--- src/rtl/rs_gf16_pkg.sv ---
// GF(16) arithmetic and shared types for the RS(15,11) key-equation stage.
package rs_gf16_pkg;
  localparam int         SYM_W     = 4;
  localparam logic [4:0] PRIM_POLY = 5'b10011;

  typedef enum logic [2:0] {ST_IDLE, ST_LOAD, ST_DISC, ST_UPD, ST_DONE} bm_state_e;

  typedef struct packed {
    logic [SYM_W-1:0] lambda1;
    logic [SYM_W-1:0] lambda2;
    logic [2:0]       nerr;
    logic             fail;
  } bm_result_t;

  function automatic logic [SYM_W-1:0] gf16_mul(input logic [SYM_W-1:0] a, input logic [SYM_W-1:0] b);
    logic [SYM_W-1:0] acc, sh;
    logic [SYM_W:0]   t;
    acc = '0;
    sh  = a;
    for (int i = 0; i < SYM_W; i++) begin
      if (b[i]) acc ^= sh;
      t = {sh, 1'b0};
      if (t[SYM_W]) t ^= PRIM_POLY;
      sh = t[SYM_W-1:0];
    end
    return acc;
  endfunction

  function automatic logic [SYM_W-1:0] gf16_inv(input logic [SYM_W-1:0] a);
    case (a)
      4'h1: return 4'h1;
      4'h2: return 4'h9;
      4'h3: return 4'hE;
      4'h4: return 4'hD;
      4'h5: return 4'hB;
      4'h6: return 4'h7;
      4'h7: return 4'h6;
      4'h8: return 4'hF;
      4'h9: return 4'h2;
      4'hA: return 4'hC;
      4'hB: return 4'h5;
      4'hC: return 4'hA;
      4'hD: return 4'h4;
      4'hE: return 4'h3;
      4'hF: return 4'h8;
      default: return 4'h0;
    endcase
  endfunction
endpackage

--- src/rtl/gf16_mul.sv ---
// Combinational GF(16) multiplier, p = a*b mod x^4+x+1.
module gf16_mul
  import rs_gf16_pkg::*;
(
  input  logic [SYM_W-1:0] a,
  input  logic [SYM_W-1:0] b,
  output logic [SYM_W-1:0] p
);
  assign p = rs_gf16_pkg::gf16_mul(a, b);
endmodule

--- src/rtl/rs_berlekamp_massey.sv ---
// Berlekamp-Massey key-equation solver: serial syndromes in, error locator Lambda(x) and L out.
module rs_berlekamp_massey #(
  parameter int SYM_W = 4,
  parameter int N_SYN = 4
) (
  input  logic             CLK,
  input  logic             RESET,
  input  logic [SYM_W-1:0] SYN_IN,
  input  logic             SYN_VALID,
  output logic             SYN_READY,
  output logic [SYM_W-1:0] LAMBDA1,
  output logic [SYM_W-1:0] LAMBDA2,
  output logic [2:0]       NERR,
  output logic             FAIL,
  output logic             OUT_VALID,
  input  logic             OUT_READY
);
  import rs_gf16_pkg::*;

  localparam logic [N_SYN:0][SYM_W-1:0]   LAM_ONE = ((N_SYN+1)*SYM_W)'(1);
  localparam logic [N_SYN-1:0][SYM_W-1:0] B_ONE   = (N_SYN*SYM_W)'(1);

  bm_state_e                   state_q;
  logic [N_SYN-1:0][SYM_W-1:0] syn_q, b_poly_q, dm_b, dm_p, cr_p;
  logic [N_SYN:0][SYM_W-1:0]   lam_q, lam_upd, lam_nx;
  logic [SYM_W-1:0]            b_q, d_q, d_comb, coef;
  logic [2:0]                  l_q, l_nx, m_q;
  logic [1:0]                  r_q, cnt_q;
  logic                        upd_swap;
  bm_result_t                  res_q;

  // Lane i multiplies Lambda_(i+1) by S[r-i]; lanes past r see a zero syndrome.
  always_comb begin
    for (int i = 0; i < N_SYN; i++) begin
      dm_b[i] = '0;
      if (2'(i) < r_q) dm_b[i] = syn_q[r_q - 2'(i) - 2'd1];
    end
  end

  assign coef = rs_gf16_pkg::gf16_mul(d_q, gf16_inv(b_q));

  for (genvar g = 0; g < N_SYN; g++) begin : g_lane
    gf16_mul u_disc (.a(lam_q[g+1]), .b(dm_b[g]),     .p(dm_p[g]));
    gf16_mul u_corr (.a(coef),       .b(b_poly_q[g]), .p(cr_p[g]));
  end

  always_comb begin
    d_comb = syn_q[r_q];
    for (int i = 0; i < N_SYN; i++) d_comb ^= dm_p[i];
  end

  // Correction coef*B shifted up by m; B's x^4 term never lands inside Lambda.
  always_comb begin
    lam_upd = lam_q;
    for (int j = 0; j <= N_SYN; j++)
      for (int k = 0; k < N_SYN; k++)
        if (int'(m_q) + k == j) lam_upd[j] ^= cr_p[k];
    upd_swap = (d_q != '0) && ({l_q, 1'b0} <= {2'b00, r_q});
    lam_nx   = (d_q == '0) ? lam_q : lam_upd;
    l_nx     = upd_swap ? ({1'b0, r_q} + 3'd1 - l_q) : l_q;
  end

  always_ff @(posedge CLK or negedge RESET) begin
    if (!RESET) begin
      state_q   <= ST_IDLE;
      SYN_READY <= 1'b0;
      OUT_VALID <= 1'b0;
      res_q     <= '0;
      syn_q     <= '0;
      lam_q     <= LAM_ONE;
      b_poly_q  <= B_ONE;
      b_q       <= 4'h1;
      d_q       <= '0;
      l_q       <= '0;
      m_q       <= 3'd1;
      r_q       <= '0;
      cnt_q     <= '0;
    end else begin
      unique case (state_q)
        ST_IDLE: begin
          state_q   <= ST_LOAD;
          SYN_READY <= 1'b1;
        end
        ST_LOAD: if (SYN_VALID) begin
          syn_q[cnt_q] <= SYN_IN;
          cnt_q        <= cnt_q + 2'd1;
          if (cnt_q == 2'(N_SYN-1)) begin
            lam_q     <= LAM_ONE;
            b_poly_q  <= B_ONE;
            b_q       <= 4'h1;
            l_q       <= '0;
            m_q       <= 3'd1;
            r_q       <= '0;
            state_q   <= ST_DISC;
            SYN_READY <= 1'b0;
          end
        end
        ST_DISC: begin
          d_q     <= d_comb;
          state_q <= ST_UPD;
        end
        ST_UPD: begin
          lam_q <= lam_nx;
          l_q   <= l_nx;
          if (upd_swap) begin
            b_poly_q <= lam_q[N_SYN-1:0];
            b_q      <= d_q;
            m_q      <= 3'd1;
          end else begin
            m_q <= m_q + 3'd1;
          end
          if (r_q == 2'(N_SYN-1)) begin
            state_q   <= ST_DONE;
            OUT_VALID <= 1'b1;
            res_q     <= '{lambda1: lam_nx[1], lambda2: lam_nx[2], nerr: l_nx,
                           fail: (l_nx > 3'd2) || (lam_nx[3] != '0) || (lam_nx[4] != '0)};
          end else begin
            r_q     <= r_q + 2'd1;
            state_q <= ST_DISC;
          end
        end
        ST_DONE: if (OUT_READY) begin
          OUT_VALID <= 1'b0;
          state_q   <= ST_LOAD;
          cnt_q     <= '0;
          SYN_READY <= 1'b1;
        end
        default: state_q <= ST_IDLE;
      endcase
    end
  end

  assign LAMBDA1 = res_q.lambda1;
  assign LAMBDA2 = res_q.lambda2;
  assign NERR    = res_q.nerr;
  assign FAIL    = res_q.fail;
endmodule
--- config.mk ---
export PLATFORM = sky130hd
export DESIGN_NAME = rs_berlekamp_massey
export DESIGN_NICKNAME = d
export VERILOG_FILES = /design/src/rtl/rs_gf16_pkg.sv /design/src/rtl/gf16_mul.sv /design/src/rtl/rs_berlekamp_massey.sv
export SDC_FILE = /design/constraint.sdc
export NUM_CORES = 1
export LEC_CHECK = 0
export ABC_AREA = 1
export CAP_MARGIN = 20
export CORE_MARGIN = 2
export CORE_UTILIZATION = 58
export DETAILED_ROUTE_END_ITERATION = 16
export PLACE_DENSITY_LB_ADDON = 0.3
export REMOVE_ABC_BUFFERS = 1
export SKIP_LAST_GASP = 1
export SLEW_MARGIN = 30
export SYNTH_ARGS = -nofsm -noshare
export SYNTH_HDL_FRONTEND = slang
export SYNTH_SLANG_ARGS = --single-unit
--- constraint.sdc ---
create_clock -name CLK -period 2.95 [get_ports CLK]
set_clock_uncertainty 0.1 [all_clocks]
set_input_delay 0.4425 -clock CLK [delete_from_list [all_inputs] [get_ports CLK]]
set_output_delay 0.4425 -clock CLK [all_outputs]
set_load 0.1 [all_outputs]
==> reports/qor.txt <==
Via Count -> 9228
IO Port Bufs -> 21
HPWL after DPL -> 18700 um
Root Driver -> clkbuf_16
Core Area -> 14000 um2
RR Startpoint -> b_q[0]$_DFFE_PN1P_
fin crit share -> 1.23
minimum clock period -> 3.62 ns
first-pass GRT wire length -> 40600 um
largest net degree at the start of global routing -> 53
RSZ-0062 raised after global routing -> true
DRT Wirelength -> 27300 um
Crit. End Element -> register
Core Rows -> 43
Seq/Total Area, Yosys -> 0.260
final hold vios -> 0
Syn. warnings -> 0
total global routing overflow -> 0
vias per cell -> 5.75
Tot GR Track Use -> 0.340
final setup margin -> -0.675 ns
Post-synth EDFFs -> 0
TritonCTS clock tree -> yes
Crit. Startpoint -> b_q[0]$_DFFE_PN1P_
vias in the first global route -> 8250
Worst Min Path Start -> syn_q[1]$_DFFE_PN0P_
Setup violations, final -> 29
routability cong. -> 0.966
fillers -> 994
Clock Latency Late Sink -> 0.35 ns
initial antenna violation count -> 0
antenna cells -> 0
largest cells by area after synthesis -> dfrtp_1, nand2_1, nand3_1
Max Slew Vio Count -> 0
Area Overhead vs Synth -> 28.5%
register bit total from synthesis -> 87
CTS clk-pin slew, worst paths -> 0.07 ns
layout cells sized above 1 -> 0.273
Final #Nets -> 1457
non-filler instance count after layout -> 1606
most frequent cells in the layout -> nand2_1, inv_1, nor2_1, nand3_1, buf_4
Synth Flop Type -> dfrtp_1
commonest non-fill, non-tap cell in the layout -> nand2_1
dpl ws -> -0.761 ns
FMAX -> 0.276 GHz
H-tree lvl count -> 3
Die ar. -> 15400 um2
# IOs -> 22
failing checks -> negative setup slack
MaxCap Viol Count -> 0
CTS max path bufs -> 2
Residual DRC -> 0
Worst EP required -> 3.09 ns
WS Path Type -> register to register
relative slew slack -> 0.570
Syn Area/Cell -> 6.32 um2
Post-Syn Instances -> 1325
placed insts -> 1573
worst path arrival time -> 3.76 ns
post-layout instance area -> 10800 um2
post-synthesis cell type count -> 40
area leader, netlist -> dfrtp_1
min-delay worst type -> register to register
Startpoint Class -> register
DRT antenna net count -> 0
CTS Buf Count -> 9
Mapped Area -> 8380 um2
placed cell areas -> 9220 um2
Post-synth ARST share -> 1.00
clock sinks -> 87
Die Wd -> 124 um
crit path max fanout -> 8
drt first pass iters -> 5
top cell type's share of synthesized area -> 0.248
DR iter-0 viols -> 862
wire per inst -> 17.0 um
die height -> 124 um
Starting Density -> 0.599
status -> finished with violations
Min Hold Slack -> 0.388 ns
Worst Tran Pin Value -> 0.644 ns
[repair_timing]
item,in CTS,in global routing
setup endpoints to repair,29,29
endpoints found under the hold margin,35,0
cloned,2,0
resized for setup,81,191
buffers inserted,8,6
hold buffers,1,0
pin swaps,43,99
[sequential cells by signal (all words and copies together) (netlist names), 4 cells and up]
| register | cells |
|---|---|
| LAMBDA1 | 4 |
| LAMBDA2 | 4 |
| b_poly_q | 16 |
| b_q | 4 |
| d_q | 4 |
| lam_q | 20 |
| syn_q | 16 |
[cells in the mapped netlist (6+ instances only)]
master and n:
a21oi_1 19, clkbuf_1 16, dfrtp_1 83, ha_1 28, inv_1 168, inv_2 14
nand2_1 412, nand2_2 30, nand2_4 6, nand3_1 139, nand4_1 12, nor2_1 127
o211ai_1 6, o21ai_0 60, o21ai_1 11, o22ai_1 27, xnor2_1 46, xor2_1 64
[per-layer routing]
layer  track usage  share of wire  vias up
met4         0.140          0.048        0
met5             0              0        -
met1         0.454           0.41     4258
met2         0.548           0.46      505
li1              -              -     4342
met3        0.0559          0.087      123
[metrics by stage]
step | utilization | TNS [ns]
after floorplan | - | -13.89
after global placement | 0.659 | -14.56
after CTS | 0.713 | -12.43
after detailed placement | 0.659 | -17.20
final | 0.770 | -15.95
after global routing | 0.770 | -21.99
[worst max-delay path, cell delays in order (launching register included)]
cell	delay, ns
dfstp_2	0.54
inv_2	0.06
ha_4	0.29
nand2_4	0.07
nand2_4	0.08
nand2_4	0.08
nand3_4	0.12
inv_2	0.05
nand2_2	0.05
nand2_2	0.07
nand2_4	0.10
inv_2	0.05
nor2_4	0.23
nand2_2	0.11
nand2_4	0.13
nand2_2	0.06
nand2_2	0.10
nand2_2	0.07
nand2_4	0.10
nand2_4	0.09
nor2_4	0.14
xor2_2	0.22
xor2_1	0.18
nand2_1	0.08
nand2_1	0.09
nand2_2	0.06
o211ai_1	0.11
nand2_1	0.07
[cell families (layout without fill, tap and decap cells)]
kind of cell	count (synthesis)	count (layout)	synth area share
AOI/OAI and AO/OA	136	136	0.0912
xor gates and xnor gates	114	114	0.123
adders and majority gates	28	28	0.0418
buffers and inverters	213	314	0.101
DFF	87	87	0.260
and+or+nand+nor	747	747	0.383
[final timing paths]
check,end,slack [ns],depth (start not counted)
worst max-delay path,LAMBDA1[1]$_DFFE_PN0P_,-0.67,27
worst min-delay path,syn_q[1]$_DFFE_PN0P_,0.39,2
worst max register to register,LAMBDA1[1]$_DFFE_PN0P_,-0.67,27
worst min register to register,syn_q[1]$_DFFE_PN0P_,0.39,2
max in group asynchronous,m_q[0]$_DFFE_PN1P_,1.53,3
min in group asynchronous,b_q[1]$_DFFE_PN0P_,0.49,2
[layout make-up]
| cell class | instances | area [um2] | area share |
|---|---|---|---|
| inverter | 186 | 703 | 0.0653 |
| sequential | 87 | 2180 | 0.203 |
| tap | 180 | 225 | 0.0209 |
| timing repair buffer | 112 | 925 | 0.0859 |
| clock buffer | 9 | 225 | 0.0209 |
| clock inverter | 7 | 119 | 0.0110 |
| multi-input combinational | 1025 | 6390 | 0.593 |
Power is not shown: default switching activity piles up to over one toggle a cycle in this logic, so the estimate is an artifact.
==> RTL edit 1, RTL diff (same flow settings) <==
Re-encode `bm_state_e` (5 states) as one-hot, 5 bits wide.
--- a/src/rtl/rs_gf16_pkg.sv
+++ b/src/rtl/rs_gf16_pkg.sv
@@ -4,5 +4,5 @@
   localparam logic [4:0] PRIM_POLY = 5'b10011;
 
-  typedef enum logic [2:0] {ST_IDLE, ST_LOAD, ST_DISC, ST_UPD, ST_DONE} bm_state_e;
+  typedef enum logic [4:0] {ST_IDLE = 5'b00001, ST_LOAD = 5'b00010, ST_DISC = 5'b00100, ST_UPD = 5'b01000, ST_DONE = 5'b10000} bm_state_e;
 
   typedef struct packed {
Check against the original RTL: same outputs for any inputs over 10 cycles, from zero or initial values and one cycle with RESET low; not proved beyond that.
==> RTL edit 1 against the original RTL <==
  * The flow still finishes with violations (negative setup slack)
  * Utilization up 2.7 points
  * Routed wire length is 9.2% higher
  * Count of clock-buffer cells in the layout rose by 2
  * Setup slack worse by 82 ps
  * Synthesized area rose by 3.7%
  * Sequential share of layout area is 1.1 points lower
  * Critical endpoint is now FAIL
  * Final area grew 8.0%
  * Critical path depth grew 6
  * Sequential cell count up 2
==> RTL edit 1: results (changes against the original RTL) <==
mux contribution to synthesized area=0.00115 (was 0); placed wire-length estimate=19700 µm (was 18700 µm); clock buffer count from CTS=9 (unchanged); Post-Synth Adder-Cell Area=0.0403 (was 0.0418); final count of negative-setup-slack endpoints=29 (unchanged); transition time at the pin with the least slew margin=593 ps (was 644 ps); Hold Worst Slack=395 ps (was 388 ps); post-route non-filler standard cell count=1678 (was 1606); GPL Wtd Cong=1.00 (was 0.966); main area contributors after synthesis=sky130_fd_sc_hd__dfrtp_1 24%, sky130_fd_sc_hd__nand2_1 19%, sky130_fd_sc_hd__nand3_1 7.8% (was sky130_fd_sc_hd__dfrtp_1 25%, sky130_fd_sc_hd__nand2_1 18%, sky130_fd_sc_hd__nand3_1 8.3%); Final Net Count=1525 (was 1457); global-route wire length before repair=44400 µm (was 40600 µm); Synth Area per Inst=6.32 µm² (about the same); sequential cell area in the final layout=2230 µm² (was 2180 µm²); combinational share of power=0.691; multi-input gate count=1064 (was 1025); #FFs+latches synth=89 (was 87); data-path buffer share of cell area in the final layout=0.0982 (was 0.0859); Finished Core Util=0.797 (was 0.770); Avg WL per Cell=17.7 µm (was 17.0 µm); instance area at placement=9650 µm² (was 9220 µm²); reg-to-reg endpoint=FAIL (was LAMBDA1[1]); violated checks=negative setup slack (unchanged); share of the synthesized area in compound gates (AO/OA/AOI/OAI)=0.0769 (was 0.0912); count of inserted antenna diode cells=0 (unchanged); count of filler cells inserted in the layout=1007 (was 994); power of the sequential group=roughly 2.0 mW; Port Buffers=21 (unchanged); largest net degree at the start of global routing=54 (was 53); share of cells above drive strength 1=0.318 (was 0.273); fraction of area in clock buffers and inverters=0.0263 (was 0.0320); number of distinct standard cells referenced by the synthesized netlist=43 (was 40); GR Util All Layers=0.347 (was 0.340); total negative slack=-17980 ps (was -15950 ps); maximum fanout encountered on the critical timing path=5 (was 8); Placement Setup Slack=-714 ps (was -761 ps); number of cells after detailed placement=1638 (was 1573); count of TritonRoute iterations in the first routing pass=6 (was 5); data arrival time of the critical path=3870 ps (was 3760 ps); proportion of synthesized chip area in sequential cells=0.257 (was 0.260); worst ir drop on vdd=0.000756 V; area share of xor/xnor cells in the synthesized design=0.124 (was 0.123); count of non-CTS inverters in the layout=192 (was 186); buffers outside the clock class=133 (was 112); number of global-route vias before repair=8977 (was 8250); commonest cells in the synthesized netlist=436 x sky130_fd_sc_hd__nand2_1, 164 x sky130_fd_sc_hd__inv_1, 136 x sky130_fd_sc_hd__nand3_1 (was 412 x sky130_fd_sc_hd__nand2_1, 168 x sky130_fd_sc_hd__inv_1, 139 x sky130_fd_sc_hd__nand3_1); number of well-tap cells placed=184 (was 180); path depth of the worst reg2reg path=33 (was 27); via density per instance=5.77 (was 5.75); number of violations reported at the end of detailed-routing iteration 0=920 (was 862); outcome=finished with violations (unchanged); setup ws final=-756 ps (was -675 ps); clock buffer instance count of the final layout=11 (was 9); area taken by multi-input logic gates=6970 µm² (was 6390 µm²)
[RTL edit 1: changes by cell type after synthesis, sizes merged, moves of 4 or more]
cell	unedited run	this run
nand3	144	148
nor2	135	149
o22ai	27	5
o21ai	73	92
nand2	448	474
inv	183	187
buf	11	15
[RTL edit 1: critical path: cells and delay by family (launching register included)]
family | cells | cell delay [ps]
buffers and inverters | 6 | 480
AND/OR/NAND/NOR | 26 | 2210
adder cells (fa/ha/maj) | 1 | 290
flip-flops | 1 | 550
[RTL edit 1: what timing repair did]
item / CTS / global route
setup buffers: 12 / 8
gates resized for setup: 173 / 192
endpoints found under the hold margin: 35 / 0
hold buffers: 1 / 0
endpoints found under the setup margin: 29 / 29
pin swaps: 63 / 106
gates cloned: 3 / 0
[RTL edit 1: metal layers]
metal / global-route usage / up-vias / share of wire
met5: 0 / - / 0
met1: 0.463 / 4532 / 0.40
li1: - / 4508 / -
met4: 0.169 / 0 / 0.053
met2: 0.553 / 515 / 0.46
met3: 0.0510 / 135 / 0.087
==> RTL edit 2, RTL diff (config.mk and constraints unchanged) <==
Made on the original files. `N_SYN`: 4 -> 5.
--- a/src/rtl/rs_berlekamp_massey.sv
+++ b/src/rtl/rs_berlekamp_massey.sv
@@ -2,5 +2,5 @@
 module rs_berlekamp_massey #(
   parameter int SYM_W = 4,
-  parameter int N_SYN = 4
+  parameter int N_SYN = 5
 ) (
   input  logic             CLK,
Behaviour: not the same (Yosys sat finds a counterexample within 4 cycles, from zero or initial values and one cycle with RESET low).
==> RTL edit 2 against the original RTL <==
  * The run still ends with negative setup slack left
  * Sequential cell count increased by 8
  * Routed wire length increased by 51%
  * Synthesized area increased by 14%
  * Synthesized cell count increased by 18%
  * Cell count increased by 22%
  * Setup slack got worse by 370 ps
  * Final area increased by 27%
  * Largest cell class unchanged
Power is not shown: default switching activity piles up to over one toggle a cycle in this logic, so the estimate is an artifact.
==> RTL edit 2: results (changes against the original RTL) <==
H-Tree Depth=3 (unchanged); clock buffer count from CTS=9 (unchanged); insertion delay of the later-clocked pin in the worst-skew pair=360 ps; count of inserted antenna diode cells=0 (unchanged); data arrival time of the critical path=4140 ps (was 3760 ps); main area contributors after synthesis=sky130_fd_sc_hd__dfrtp_1 24%, sky130_fd_sc_hd__nand2_1 19%, sky130_fd_sc_hd__nand3_1 9.6% (was sky130_fd_sc_hd__dfrtp_1 25%, sky130_fd_sc_hd__nand2_1 18%, sky130_fd_sc_hd__nand3_1 8.3%); instance area at placement=10800 µm² (was 9220 µm²); GR Util All Layers=0.390 (was 0.340); proportion of synthesized chip area in sequential cells=0.248 (was 0.260); commonest cells in the synthesized netlist=488 x sky130_fd_sc_hd__nand2_1, 195 x sky130_fd_sc_hd__inv_1, 184 x sky130_fd_sc_hd__nand3_1 (was 412 x sky130_fd_sc_hd__nand2_1, 168 x sky130_fd_sc_hd__inv_1, 139 x sky130_fd_sc_hd__nand3_1); via density per instance=6.05 (was 5.75); outcome=finished with violations (unchanged); placed wire-length estimate=23700 µm (was 18700 µm); largest net degree at the start of global routing=49 (was 53); GPL Wtd Cong=1.01 (was 0.966); number of violations reported at the end of detailed-routing iteration 0=1498 (was 862); Avg WL per Cell=21.0 µm (was 17.0 µm); count of TritonRoute iterations in the first routing pass=9 (was 5); Min-Delay Path Class=input port to asynchronous set/reset pin (was flop to flop); Yosys Warn Count=0 (unchanged); proportion of synthesized flip-flops having asynchronous set or reset=1.00 (unchanged); Final Net Count=1767 (was 1457); share of cells above drive strength 1=0.354 (was 0.273); cell with the biggest individual delay on the critical path=sky130_fd_sc_hd__dfstp_2 (unchanged); worst r2r src=b_q[0] (unchanged); violated checks=negative setup slack (unchanged); maximum fanout encountered on the critical timing path=5 (was 8); path depth of the worst reg2reg path=26 (was 27); maximum buffer depth of the clock tree=2 (unchanged); maximum cell stage delay along the critical path=570 ps (was 540 ps); worst slew margin relative to its limit=0.526 (was 0.570); setup ws final=-1050 ps (was -675 ps); number of global-route vias before repair=10600 (was 8250); largest registers=lam_q x24, b_poly_q x20, syn_q x16 (was lam_q x20, b_poly_q x16, syn_q x16); number of distinct standard cells referenced by the synthesized netlist=36 (was 40); most common cell after layout, fill and taps aside=sky130_fd_sc_hd__nand2_1 (unchanged); final count of negative-setup-slack endpoints=33 (was 29); initial antenna violation count=1 (was 0); total negative slack=-30260 ps (was -15950 ps); global-route wire length before repair=54400 µm (was 40600 µm)
[RTL edit 2: final timing paths]
check,endpoint,slack (ps)
setup / recovery,lam_q[7],-1050
hold / removal,b_poly_q[14],9
setup reg to reg,lam_q[7],-1050
hold reg to reg,OUT_VALID,380
max in group asynchronous,b_q[0],1980
min in group CLK,OUT_VALID,380
[RTL edit 2: layout make-up]
cell class	count	area (µm²)
multi-input combinational	1225	8260
fill	1041	2710
clock buffer	12	246
inverter	214	836
tap	220	275
clock inverter	4	32.5
sequential	95	2380
timing repair buffer	186	1600
[RTL edit 2: metal layers]
metal / vias up / routed length [µm] / GRT usage
met5: - / 14 / 0
met4: 2 / 4010 / 0.237
met3: 356 / 4750 / 0.0575
met2: 872 / 18000 / 0.628
met1: 5389 / 14300 / 0.497
li1: 5210 / - / -
[RTL edit 2: cell families (layout without fill, tap and decap cells)]
logic type	Yosys count	count (layout)	synth area share
xor gates and xnor gates	140	140	0.130
adders and majority gates	28	28	0.0365
and+or+nand+nor	906	910	0.402
AOI/OAI and AO/OA	141	141	0.0772
DFF	95	95	0.248
muxes	6	6	0.00626
buffers and inverters	244	416	0.0999
[RTL edit 2: critical path: cells and delay by family, from the launching register on]
family	cells	cell delay, ps
AO/OA/AOI/OAI	1	60
XOR/XNOR	2	380
flip-flops	1	570
adder cells (fa/ha/maj)	1	160
buffers and inverters	4	520
AND/OR/NAND/NOR	18	2050
[RTL edit 2: per-stage QoR]
step	worst slack, ps	cells
after global routing	-1400	1956
after CTS	-567	1937
after detailed placement	-897	1891
after floorplan	-2770	1530
final	-1050	1956
after global placement	-779	1891
[RTL edit 2: what timing repair did]
action | CTS | global route
setup endpoints to repair | 37 | 37
resized for setup | 293 | 251
gates cloned | 3 | 1
pin swaps | 105 | 164
setup buffers | 28 | 19
